File: config.mk
export PLATFORM = sky130hd
export DESIGN_NAME = adc_spi_sampler
export DESIGN_NICKNAME = d
export VERILOG_FILES = /design/src/rtl/adc_spi_sampler.sv
export SDC_FILE = /design/constraint.sdc
export NUM_CORES = 1
export LEC_CHECK = 0
export ABC_AREA = 1
export CORE_MARGIN = 4
export CORE_UTILIZATION = 44
export DETAILED_ROUTE_END_ITERATION = 6
export HOLD_SLACK_MARGIN = 0.02
export MAX_ROUTING_LAYER = met4
export PLACE_DENSITY = 0.78
export SYNTH_ARGS = -nofsm -noshare
export SYNTH_HDL_FRONTEND = slang
export SYNTH_SLANG_ARGS = --single-unit
File: constraint.sdc
create_clock -name clk -period 1.7 [get_ports clk]
set_clock_uncertainty 0.1 [all_clocks]
set_input_delay 0.17 -clock clk [delete_from_list [all_inputs] [get_ports clk]]
set_output_delay 0.17 -clock clk [all_outputs]
set_load 0.005 [all_outputs]
File: src/rtl/adc_spi_sampler.sv
// SPI mode-0 master running one ADC conversion frame per start_sample pulse.
// Optional OVERRUN_DETECT_EN builds the sticky dropped-request flag; otherwise overrun is tied low.
module adc_spi_sampler #(
  parameter int FRAME_BITS = 12,
  parameter int DATA_BITS  = 10,
  parameter int SCLK_DIV   = 1
) (
  input  logic                 clk,
  input  logic                 reset,
  input  logic                 start_sample,
  input  logic                 miso,
  output logic                 sclk,
  output logic                 cs_n,
  output logic [DATA_BITS-1:0] sample,
  output logic                 sample_valid,
  output logic                 busy,
  output logic                 overrun
);

  localparam int HW = (SCLK_DIV > 1) ? $clog2(SCLK_DIV) : 1;
  localparam int BW = $clog2(FRAME_BITS);
  localparam logic [HW-1:0] HALF_LAST = HW'(SCLK_DIV - 1);
  localparam logic [BW-1:0] BIT_LAST  = BW'(FRAME_BITS - 1);

  if (DATA_BITS > FRAME_BITS || DATA_BITS < 1 || FRAME_BITS < 2 || SCLK_DIV < 1) begin : g_param_check
    $error("adc_spi_sampler: illegal FRAME_BITS/DATA_BITS/SCLK_DIV combination");
  end

  typedef enum logic [1:0] {IDLE, SETUP, SHIFT, DONE} state_t;

  state_t                 state;
  logic [HW-1:0]          half_cnt;
  logic [BW-1:0]          bit_cnt;
  logic [DATA_BITS-1:0]   shreg;
  logic                   half_end;
  logic                   shift_en;

  // Capture happens on the clk edge that raises sclk; only the last DATA_BITS bits survive,
  // so the leading null bits fall off the top of the register by themselves.
  assign half_end = (half_cnt == HALF_LAST);
  assign shift_en = half_end &&
                    ((state == SETUP) || (state == SHIFT && !sclk && bit_cnt != BIT_LAST));

  always_ff @(posedge clk) begin
    if (shift_en) begin
      shreg <= DATA_BITS'({shreg, miso});
    end
  end

  always_ff @(posedge clk) begin
    if (reset) begin
      state        <= IDLE;
      cs_n         <= 1'b1;
      sclk         <= 1'b0;
      sample       <= '0;
      sample_valid <= 1'b0;
      busy         <= 1'b0;
      half_cnt     <= '0;
      bit_cnt      <= '0;
    end else begin
      case (state)
        IDLE: begin
          if (start_sample) begin
            state    <= SETUP;
            cs_n     <= 1'b0;
            busy     <= 1'b1;
            half_cnt <= '0;
            bit_cnt  <= '0;
          end
        end
        SETUP: begin
          if (half_end) begin
            state    <= SHIFT;
            sclk     <= 1'b1;
            half_cnt <= '0;
          end else begin
            half_cnt <= half_cnt + 1'b1;
          end
        end
        SHIFT: begin
          if (!half_end) begin
            half_cnt <= half_cnt + 1'b1;
          end else begin
            half_cnt <= '0;
            if (sclk) begin
              sclk <= 1'b0;
            end else if (bit_cnt == BIT_LAST) begin
              state        <= DONE;
              cs_n         <= 1'b1;
              sample       <= shreg;
              sample_valid <= 1'b1;
            end else begin
              bit_cnt <= bit_cnt + 1'b1;
              sclk    <= 1'b1;
            end
          end
        end
        DONE: begin
          state        <= IDLE;
          sample_valid <= 1'b0;
          busy         <= 1'b0;
        end
        default: state <= IDLE;
      endcase
    end
  end

`ifdef OVERRUN_DETECT_EN
  always_ff @(posedge clk) begin
    if (reset) begin
      overrun <= 1'b0;
    end else if (start_sample && busy) begin
      overrun <= 1'b1;
    end
  end
`else
  assign overrun = 1'b0;
`endif

endmodule

Yosys cells after proc, flatten, opt, wreduce, memory -nomap -nowiden
Index checks and enable logic that the tools add are counted.
{"block": "op_classes", "add_sub_neg": 2, "mul": 0, "div": 0, "magnitude_cmp": 0, "eq_ne": 11, "shifts": 0, "mux": 26, "n_bitwise": 2, "n_reduce_logical": 20}
{"operator": "$mux 4", "n": 4}
{"operator": "$reduce_and 5->1", "n": 3}
{"operator": "$mux 1", "n": 10}
{"operator": "$mux 2", "n": 5}
{"operator": "$ne 2x2->1 const B", "n": 5}
{"operator": "$pmux 1 s2", "n": 5}
{"operator": "$reduce_bool 2->1", "n": 5}
{"operator": "$pmux 2 s4", "n": 1}
{"operator": "$pmux 4 s2", "n": 1}
{"operator": "$reduce_and 4->1", "n": 2}
{"operator": "$add 4x1->4 const B", "n": 1}
{"operator": "$eq 2x2->1 const B", "n": 2}
{"operator": "$eq 4x4->1 const B", "n": 1}
{"operator": "$ne 4x4->1 const B", "n": 1}
{"operator": "$reduce_and 2->1", "n": 2}
{"operator": "$logic_and 1x1->1", "n": 3}
{"operator": "$reduce_and 3->1", "n": 1}
{"operator": "$eq 2x1->1 const B", "n": 1}
{"operator": "$logic_not 2->1", "n": 1}
{"operator": "$ne 2x1->1 const B", "n": 1}
{"operator": "$not 1->1", "n": 2}
{"operator": "$reduce_or 2->1", "n": 1}
{"operator": "$add 1x1->1 const B", "n": 1}
{"operator": "$logic_not 1->1", "n": 1}
{"operator": "$logic_or 1x1->1", "n": 1}
{"block": "totals", "regBits": 31, "latch_bits": 0, "ram_bits": 0, "rom_bits": 0, "inputBits": 4, "out_inout_bits": 15, "wordCells": 70, "memories": 0}

Longest topological paths before layout
Gate-level depths: netlist of the first run.
{"block": "depth", "ltp_word": 5, "depth_mapped": 9, "ltp_nobuf": 9}

Worst setup path before layout of the first run
No wires, ideal clock.
{"block": "synth_path", "kind": "register to register", "startpoint": "register state[0]", "endpoint": "register shreg[0], enable pin", "setup_time_ns": 0.379, "t_arrival_ns": 1.345, "required_time_ns": 1.221, "slack_ns": -0.124, "path_stages_with_launch": 5, "path_buffers": 0, "synth_period_minus_slack_ns": 1.824, "cell_sequence": "dfxtp_1 inv_1 ha_1 nand2_1 o21bai_1"}
{"block": "synth_between", "elab_chain_cells": 5, "elab_cells_between_ends": 6, "cone_classes": "eq/ne (2); reduce/logical (4)"}
{"element": "start, declared", "line_no": "31", "text": "state_t state;"}
{"element": "start signal, assigned", "line_no": "52", "text": "state <= IDLE;"}
{"element": "start signal, assigned", "line_no": "64", "text": "state <= SETUP;"}
{"element": "start signal, assigned", "line_no": "73", "text": "state <= SHIFT;"}
{"element": "$eq 2x2->1", "line_no": "42", "text": "((state == SETUP) || (state == SHIFT && !sclk && bit_cnt != BIT_LAST));"}
{"element": "$logic_and 1x1->1 (2 in series)", "line_no": "42"}
{"element": "$logic_or 1x1->1 (*)", "line_no": "42"}
{"element": "$logic_and 1x1->1 (*)", "line_no": "41", "text": "assign shift_en = half_end &&"}
{"element": "named net shift_en", "line_no": "36", "text": "logic shift_en;"}
{"element": "end signal, assigned", "line_no": "46", "text": "shreg <= DATA_BITS'({shreg, miso});"}
{"element": "end, declared", "line_no": "34", "text": "logic [DATA_BITS-1:0] shreg;"}
Mark *: on every way through the listed nets, which the timed path passes. The rest lies on a longest branch.
A chain may end at the register's enable or synchronous reset.

Final worst setup path of the first run
{"block": "layout_path", "startpoint": "register sclk", "endpoint": "output port sclk"}
{"element": "start, declared", "line_no": "12", "text": "output logic sclk,"}
{"element": "start signal, assigned", "line_no": "54", "text": "sclk <= 1'b0;"}
{"element": "start signal, assigned", "line_no": "74", "text": "sclk <= 1'b1;"}
{"element": "start signal, assigned", "line_no": "86", "text": "sclk <= 1'b0;"}
No word-level cell between the ends.

==> flow_summary_export.csv, run 1 <==
group,metric,value,unit
power_and_ir_drop,ir_drop,0.866,mV
worst_setup_path,worstReg2RegStart,"state[0]",
sta,finalHoldViolCount,0,
synth,synth.area.top_cells,"dfxtp_1 33%, edfxtp_1 25%, nor2_1 9.6%",
floorplanning,core,0.00254,mm^2
worst_setup_path,crit_buf_inv,1,
status,status,"complete, no violations",
global_routing,overflow,0,
hold_path,hold_class,"in -> reg",
detailed_routing,routedWlPerCell,11.9,um
worst_setup_path,crit_start,"sclk",
final_layout,drive_gt1_share,10.8,%
clocking,htreeDepth,2,
clocking,path_clk_slew,90,ps
global_routing,grt_use_total,15.6,%
placement,post-place-cells,180,
job,maxCapViolCount,0,
clocking,clkLatencyLatePin,340,ps
worst_setup_path,cp_top_family,"buffers and inverters",
placement,gp_congestion,0.863,
synth,synth_top_area_cell,"dfxtp_1",
detailed_routing,drtIter0Drc,22,
final_layout,synthToLayoutAreaGrowth,22.4,%
clocking,clockBufferDepth,2,
synth,async_flop_share,0,%
global_routing,grt_max_degree,17,
power_and_ir_drop,p_leak,0.000590,uW
hold_path,worstHoldStart,"miso",
clocking,cts_tree,"yes",
final_layout,antenna_cells,0,
placement,dp_slack,134,ps
worst_setup_path,critPathKind,"reg -> out",
synth,synthFlopType,"dfxtp_1",
detailed_routing,drc,0,
clocking,root_buffer,"clkbuf_4",
synth,synth_top_area_share,33.1,%
placement,hpwl,1580,um
final_layout,regArea,701,um^2
power_and_ir_drop,p_comb_share,30.3,%
detailed_routing,routed_wl,2230,um
synth,synth_most_common_cell,"nor2_1",
sta,period_needed,1590,ps
worst_setup_path,crit_chain,"clkdlybuf4s50_1",
sta,tns,0,ps
worst_setup_path,cp-end-kind,"output port",
floorplanning,row_count,18,
synth,syn_avg_cell_area,9.03,um^2
worst_setup_path,crit_path_max_fanout,5,
synth,ys_top_cells_by_count,"31 x nor2_1, 22 x nand2_1, 20 x dfxtp_1",
synth,yosysWarnings,0,
synth,yosysUniqueCellTypes,21,
floorplanning,die_h,60.4,um
floorplanning,start_util,47.5,%
synth,synth_nets,143,
power_and_ir_drop,clkPwrFrac,18.7,%
worst_setup_path,slowest_stage,"clkdlybuf4s50_1",
final_layout,nets,166,
detailed_routing,routed_via_density,5.03,
synth,syn_area,0.00121,mm^2
sta,slew_violations,0,
final_layout,multi_input_area,450,um^2
floorplanning,dieWidth,60.4,um
global_routing,antenna_found_initial,0,
power_and_ir_drop,power_density,1460,mW/mm^2
sta,max_freq,630,MHz
worst_setup_path,crit_arrival,1320,ps
power_and_ir_drop,sw_frac_of_total,33.8,%
synth,synth_edf_count,10,
synth,ys_ff_latch,30,
final_layout,fill_cells,236,
global_routing,grt_pass1_vias,912,
clocking,numClockSinks,30,
synth,synth-seq-area-share,57.9,%
final_layout,stdcell_count,188,
global_routing,grt_first_pass_wirelength,3880,um
placement,io_buffers,17,
worst_setup_path,cp_slowest_stage_delay,540,ps
power_and_ir_drop,seqPwrFrac,51.0,%
worst_setup_path,start_kind,"register",
detailed_routing,vias,945,
power_and_ir_drop,power.switching,732,uW
sta,period_share,93.4,%
synth,synthCells,134,
floorplanning,ios,19,
detailed_routing,first_pass_iters,4,
sta,fin_ws,113,ps
clocking,hold_buffers,0,
floorplanning,dieArea,0.00365,mm^2
detailed_routing,ant_nets,0,
sta,rsz0062_at_grt,"no",
power_and_ir_drop,p_total,2170,uW
power_and_ir_drop,p_int,1430,uW
sta,setup_viol,0,
worst_setup_path,worstPathRequired,1430,ps
clocking,cts_buffers,5,
## flip-flops by register name (all words and copies together), names as in the netlist
name	cells
bit_cnt	4
busy	1
cs_n	1
sample	10
sample_valid	1
sclk	1
shreg	10
state	2
## power by group through the flow
stage | clock [uW] | combinational [uW] | sequential [uW]
after floorplan | 0 | 413 | 1090
after global placement | 0 | 630 | 1110
after detailed placement | 0 | 657 | 1120
after CTS | 417 | 660 | 1100
after global routing | 452 | 733 | 1130
final | 404 | 657 | 1100
## metal layers
layer | GRT usage (%) | vias up | part of all wire (%)
met4 | 8.36 | 0 | 2.4
met2 | 24.7 | 20 | 49
met5 | - | - | 0
met3 | 6.38 | 8 | 5.8
li1 | - | 477 | -
met1 | 16.6 | 440 | 43
## repair_timing
| item | 4_1_cts | 5_1_grt |
|---|---|---|
| setup endpoints to repair | 0 | 4 |
| setup buffers | 0 | 0 |
| endpoints found under the hold margin | 0 | 0 |
| resized for setup | 0 | 2 |
## logic make-up after synthesis
kind of cell	after synthesis	share of synthesized area (%)
other	1	0.310
flip-flops	30	57.9
AND/OR/NAND/NOR	66	23.0
adder cells (fa/ha/maj)	5	5.17
buffers and inverters	13	5.17
AO/OA/AOI/OAI	19	8.48
## metrics by stage
stage	hold WS, ps	utilization [%]	instance area [um^2]
2_1_floorplan	139	-	1210
3_3_place_gp	329	56.1	1430
3_5_place_dp	334	56.1	1430
4_1_cts	287	58.2	1480
5_1_grt	293	58.2	1480
6_report	298	58.2	1480
## layout by cell type, fill, tap and decap left out, drive strengths merged, types with 2 or more instances in the layout
master and instances:
nand3 7, dfxtp 20, nor2 33, clkinv 2
clkdlybuf4s50 17, buf 3, ha 5, clkbuf 5
a21oi 5, nand2 25, edfxtp 10, o21ai 11
inv 9
## cell type report
type / instances / share of cell area [%]
clock buffers: 5 / 2.53
clock inverters: 3 / 1.10
inverters: 9 / 2.28
multi-input cells: 91 / 30.4
flip-flops and latches: 30 / 47.3
well taps: 30 / 2.53
repair buffers: 20 / 13.9
## worst paths after layout
| kind | endpoint | slack [ps] | cells after the start |
|---|---|---|---|
| max | sclk | 110 | 1 |
| min | shreg[0] | 300 | 1 |
| max reg2reg | cs_n | 110 | 8 |
| min reg2reg | shreg[3] | 350 | 0 |
Power figures use the tool's default switching activity.
==> inputs of run 2 (changes only) <==
==> constraint.sdc (replaced) <==
create_clock -name clk -period 1.45 [get_ports clk]
set_clock_uncertainty 0.1 [all_clocks]
set_input_delay 0.145 -clock clk [delete_from_list [all_inputs] [get_ports clk]]
set_output_delay 0.145 -clock clk [all_outputs]
set_load 0.005 [all_outputs]
==> flow_summary_export.csv, run 2 (same netlist as run 1, synthesis figures left out) <==
group,metric,value,unit
worst_setup_path,critPathKind,"reg -> reg",
detailed_routing,routed_via_density,5.02,
placement,io_buffers,17,
clocking,cts_tree,"yes",
global_routing,grt_pass1_vias,951,
clocking,htreeDepth,2,
detailed_routing,drtIter0Drc,31,
floorplanning,ios,19,
sta,slew_violations,0,
worst_setup_path,worstReg2RegStart,"bit_cnt[1]",
sta,rsz0062_at_grt,"yes",
sta,finalHoldViolCount,0,
power_and_ir_drop,p_leak,0.000692,uW
placement,gp_congestion,0.839,
clocking,cts_buffers,5,
final_layout,synthToLayoutAreaGrowth,36.7,%
global_routing,overflow,0,
final_layout,drive_gt1_share,29.2,%
final_layout,antenna_cells,0,
final_layout,stdcell_count,198,
detailed_routing,routedWlPerCell,12.4,um
floorplanning,dieArea,0.00365,mm^2
global_routing,met1_usage,17.8,%
global_routing,busiest_layer,"met2",
sta,period_needed,1420,ps
floorplanning,row_count,18,
final_layout,nets,176,
clocking,numClockSinks,30,
global_routing,grt_use_total,15.5,%
global_routing,grt_use_met2,25.0,%
global_routing,antenna_found_initial,0,
clocking,clockBufferDepth,2,
clocking,path_clk_slew,100,ps
sta,max_freq,702,MHz
sta,setup_viol,0,
floorplanning,core,0.00254,mm^2
power_and_ir_drop,power_density,1680,mW/mm^2
floorplanning,dieWidth,60.4,um
sta,hold_ws,296,ps
clocking,root_buffer,"clkbuf_4",
detailed_routing,vias,994,
clocking,hold_buffers,0,
global_routing,grt_max_degree,17,
worst_setup_path,crit_start,"bit_cnt[1]",
hold_path,worstHoldStart,"miso",
worst_setup_path,worstPathRequired,1560,ps
detailed_routing,routed_wl,2450,um
global_routing,grt_first_pass_wirelength,4050,um
hold_path,hold_class,"in -> reg",
worst_setup_path,start_kind,"register",
final_layout,final_common_cell,"nor2_1",
power_and_ir_drop,ir_drop,1.61,mV
worst_setup_path,crit_arrival,1530,ps
placement,post-place-cells,186,
status,status,"complete, no violations",
worst_setup_path,cp-end-kind,"register",
floorplanning,start_util,47.5,%
sta,tns,0,ps
detailed_routing,drc,0,
floorplanning,die_h,60.4,um
placement,hpwl,1640,um
final_layout,reg.largest.list,"sample x10, shreg x10, bit_cnt x4",
global_routing,use_met3,6.38,%
detailed_routing,first_pass_iters,4,
final_layout,layout_common_cells,"29 x nor2_1, 18 x nand2_1, 14 x clkdlybuf4s50_1",
job,maxCapViolCount,0,
worst_setup_path,crit_path_max_fanout,10,
sta,period_share,98.2,%
clocking,clkLatencyLatePin,320,ps
final_layout,post-route-util,65.0,%
detailed_routing,ant_nets,0,
final_layout,fill_cells,212,
[run 2: cell count changes in the layout (fill, tap and decap cells not counted), moves of 3 or more]
cell	previous run	this run
buf_4	2	10
nand2_1	22	18
dfxtp_2	0	11
o21ai_1	1	8
ha_4	0	3
dfxtp_1	20	7
ha_1	5	2
clkdlybuf4s50_1	17	14
o21ai_0	10	3
[run 2: final cells by class]
class	count	area (um^2)	share of cell area (%)
timing repair buffer	30	292	17.6
inverter	9	33.8	2.04
clock inverter	3	11.3	0.681
multi-input combinational	91	520	31.5
clock buffer	5	37.5	2.27
tap	30	37.5	2.27
sequential	30	722	43.6
[run 2: through the flow]
stage               worst slack [ps]  total power, uW  cell area [um^2]
finish                          26.4             2770              1650
global route                   -29.3             2960              1650
CTS                             5.74             2650              1570
detailed placement             -59.7             2080              1470
global placement                4.48             2040              1470
floorplan                       15.3             1790              1230
[run 2: path summary, 6_finish.rpt]
kind               end  slack, ps  cells past startpoint
max reg2reg  sample[8]         30                      7
max          sample[8]         30                      7
min           shreg[0]        300                      1
min reg2reg   shreg[8]        350                      0
[run 2: power breakdown]
group	internal, uW	switching, uW	total, uW
clock	172	267	439
combinational	488	516	1000
sequential	1180	148	1330
[run 2: repair_timing]
action                                  CTS  global route
gates resized for setup                   8            35
endpoints found under the setup margin   14            37
buffers inserted                          2             2
pin swaps                                 3             5
[run 2: critical path: stages (launching register included)]
cell and delay [ps]:
dfxtp_4 380, ha_4 150, nand2_2 60, nor2_2 120
nand3b_1 130, buf_6 170, o21ai_0 150, nor2_1 60
[run 2: per-layer routing]
layer / routed length [um] / part of all wire [%]
met1: 1070 / 43
met2: 1220 / 50
met3: 126 / 5.1
met5: 0 / 0
met4: 45 / 1.8
==> inputs of run 3 (changes only) <==
--- a/config.mk
+++ b/config.mk
@@ -11,7 +11,7 @@
 export DETAILED_ROUTE_END_ITERATION = 6
 export HOLD_SLACK_MARGIN = 0.02
 export MAX_ROUTING_LAYER = met4
-export PLACE_DENSITY = 0.78
+export PLACE_DENSITY_LB_ADDON = 0.05
 export SYNTH_ARGS = -nofsm -noshare
 export SYNTH_HDL_FRONTEND = slang
 export SYNTH_SLANG_ARGS = --single-unit
==> flow_summary_export.csv, run 3 (same netlist as run 1, synthesis figures left out) <==
group,metric,value,unit
final_layout,multi_input_area,533,um^2
detailed_routing,drc,0,
worst_setup_path,slowest_stage,"clkdlybuf4s50_1",
floorplanning,core,0.00254,mm^2
sta,period_needed,1480,ps
hold_path,hold_class,"in -> reg",
final_layout,final_common_cell,"nor2_1",
worst_setup_path,crit_arrival,1240,ps
final_layout,reg.largest.list,"sample x10, shreg x10, bit_cnt x4",
floorplanning,dieWidth,60.4,um
power_and_ir_drop,ir_drop,1.21,mV
final_layout,synthToLayoutAreaGrowth,41.7,%
hold_path,worstHoldStart,"miso",
placement,hpwl,1670,um
detailed_routing,routedWlPerCell,12.6,um
sta,hold_ws,277,ps
sta,setup_viol,3,
sta,finalHoldViolCount,0,
final_layout,stdcell_count,201,
power_and_ir_drop,power_density,1600,mW/mm^2
worst_setup_path,worstPathRequired,1210,ps
floorplanning,ios,19,
global_routing,antenna_found_initial,0,
floorplanning,start_util,47.5,%
worst_setup_path,crit_path_max_fanout,2,
final_layout,layout_common_cells,"24 x nor2_1, 18 x nand2_1, 15 x clkdlybuf4s50_1",
clocking,clkLatencyLatePin,320,ps
detailed_routing,routed_wl,2520,um
detailed_routing,first_pass_iters,4,
sta,fin_ws,-30.3,ps
detailed_routing,ant_nets,0,
worst_setup_path,cp_slowest_stage_delay,520,ps
clocking,root_buffer,"clkbuf_4",
status,violations,"setup timing",
placement,dp_slack,-31.7,ps
worst_setup_path,crit_start,"sample[0]",
placement,dpl-instance-area,0.00150,mm^2
sta,rsz0062_at_grt,"yes",
clocking,htreeDepth,2,
placement,post-place-cells,188,
placement,gp_congestion,0.791,
final_layout,antenna_cells,0,
clocking,cts_buffers,5,
detailed_routing,routed_via_density,4.86,
status,status,"finished, violations left",
placement,io_buffers,17,
clocking,cts_tree,"yes",
worst_setup_path,crit_chain,"clkdlybuf4s50_1",
worst_setup_path,cp_top_family,"buffers and inverters",
worst_setup_path,cp-end-kind,"output port",
final_layout,fin_area,0.00171,mm^2
floorplanning,row_count,18,
final_layout,drive_gt1_share,32.7,%
final_layout,fill_cells,213,
global_routing,grt_use_total,15.2,%
floorplanning,die_h,60.4,um
clocking,numClockSinks,30,
global_routing,overflow,0,
job,maxCapViolCount,0,
sta,slew_violations,0,
worst_setup_path,critPathKind,"reg -> out",
worst_setup_path,worstReg2RegStart,"bit_cnt[1]",
worst_setup_path,start_kind,"register",
final_layout,post-route-util,67.4,%
power_and_ir_drop,p_leak,0.000721,uW
final_layout,nets,179,
global_routing,grt_max_degree,12,
sta,period_share,102,%
detailed_routing,drtIter0Drc,21,
worst_setup_path,crit_buf_inv,1,
sta,max_freq,676,MHz
final_layout,regArea,722,um^2
global_routing,grt_pass1_vias,934,
floorplanning,dieArea,0.00365,mm^2
global_routing,grt_first_pass_wirelength,3950,um
detailed_routing,vias,977,
clocking,clockBufferDepth,2,
clocking,path_clk_slew,90,ps
## run 3: cell count changes in the layout (fill, tap and decap cells not counted), moves of 2 or more
| cell | change |
|---|---|
| nor2_2 | +3 |
| inv_1 | +2 |
| clkinv_1 | -2 |
| inv_2 | -2 |
| buf_4 | +2 |
| nor2_4 | +2 |
| nor2_1 | -5 |
## run 3: worst paths after layout
path                     to  slack, ps  cells past startpoint
setup reg to reg  sample[6]        -10                      7
hold reg to reg    shreg[4]        360                      0
setup / recovery  sample[0]        -30                      1
hold / removal     shreg[0]        280                      1
## run 3: final cells by class
| cell class | instances | area share [%] |
|---|---|---|
| flip-flops and latches | 30 | 42.1 |
| clock inverters | 2 | 0.511 |
| repair buffers | 33 | 19.7 |
| clock buffers | 6 | 2.41 |
| inverters | 9 | 1.97 |
| well taps | 30 | 2.19 |
| multi-input cells | 91 | 31.1 |
## run 3: stage by stage
stage,setup TNS (ps),total power [uW]
after global routing,-1190,2920
final,-48.4,2740
after floorplan,0,1790
after global placement,-3.02,2060
after CTS,0,2630
after detailed placement,-355,2090
## run 3: repair_timing
item | 4_1_cts | 5_1_grt
hold buffers | 0 | 0
resized for setup | 10 | 34
setup endpoints to repair | 24 | 30
buffers inserted | 1 | 3
cloned | 0 | 1
pin swaps | 1 | 18
## run 3: where the power goes
part           switching [uW]  internal, uW  total [uW]
clock                     277           182         458
combinational             494           461         955
sequential                146          1190        1330
## run 3: routing by layer
layer / global-route usage, % / part of all wire (%) / vias up
met1: 18.3 / 48 / 444
met3: 5.11 / 4.5 / 5
met5: - / 0 / -
li1: - / - / 509
met2: 23.1 / 46 / 19
met4: 6.50 / 1.7 / 0
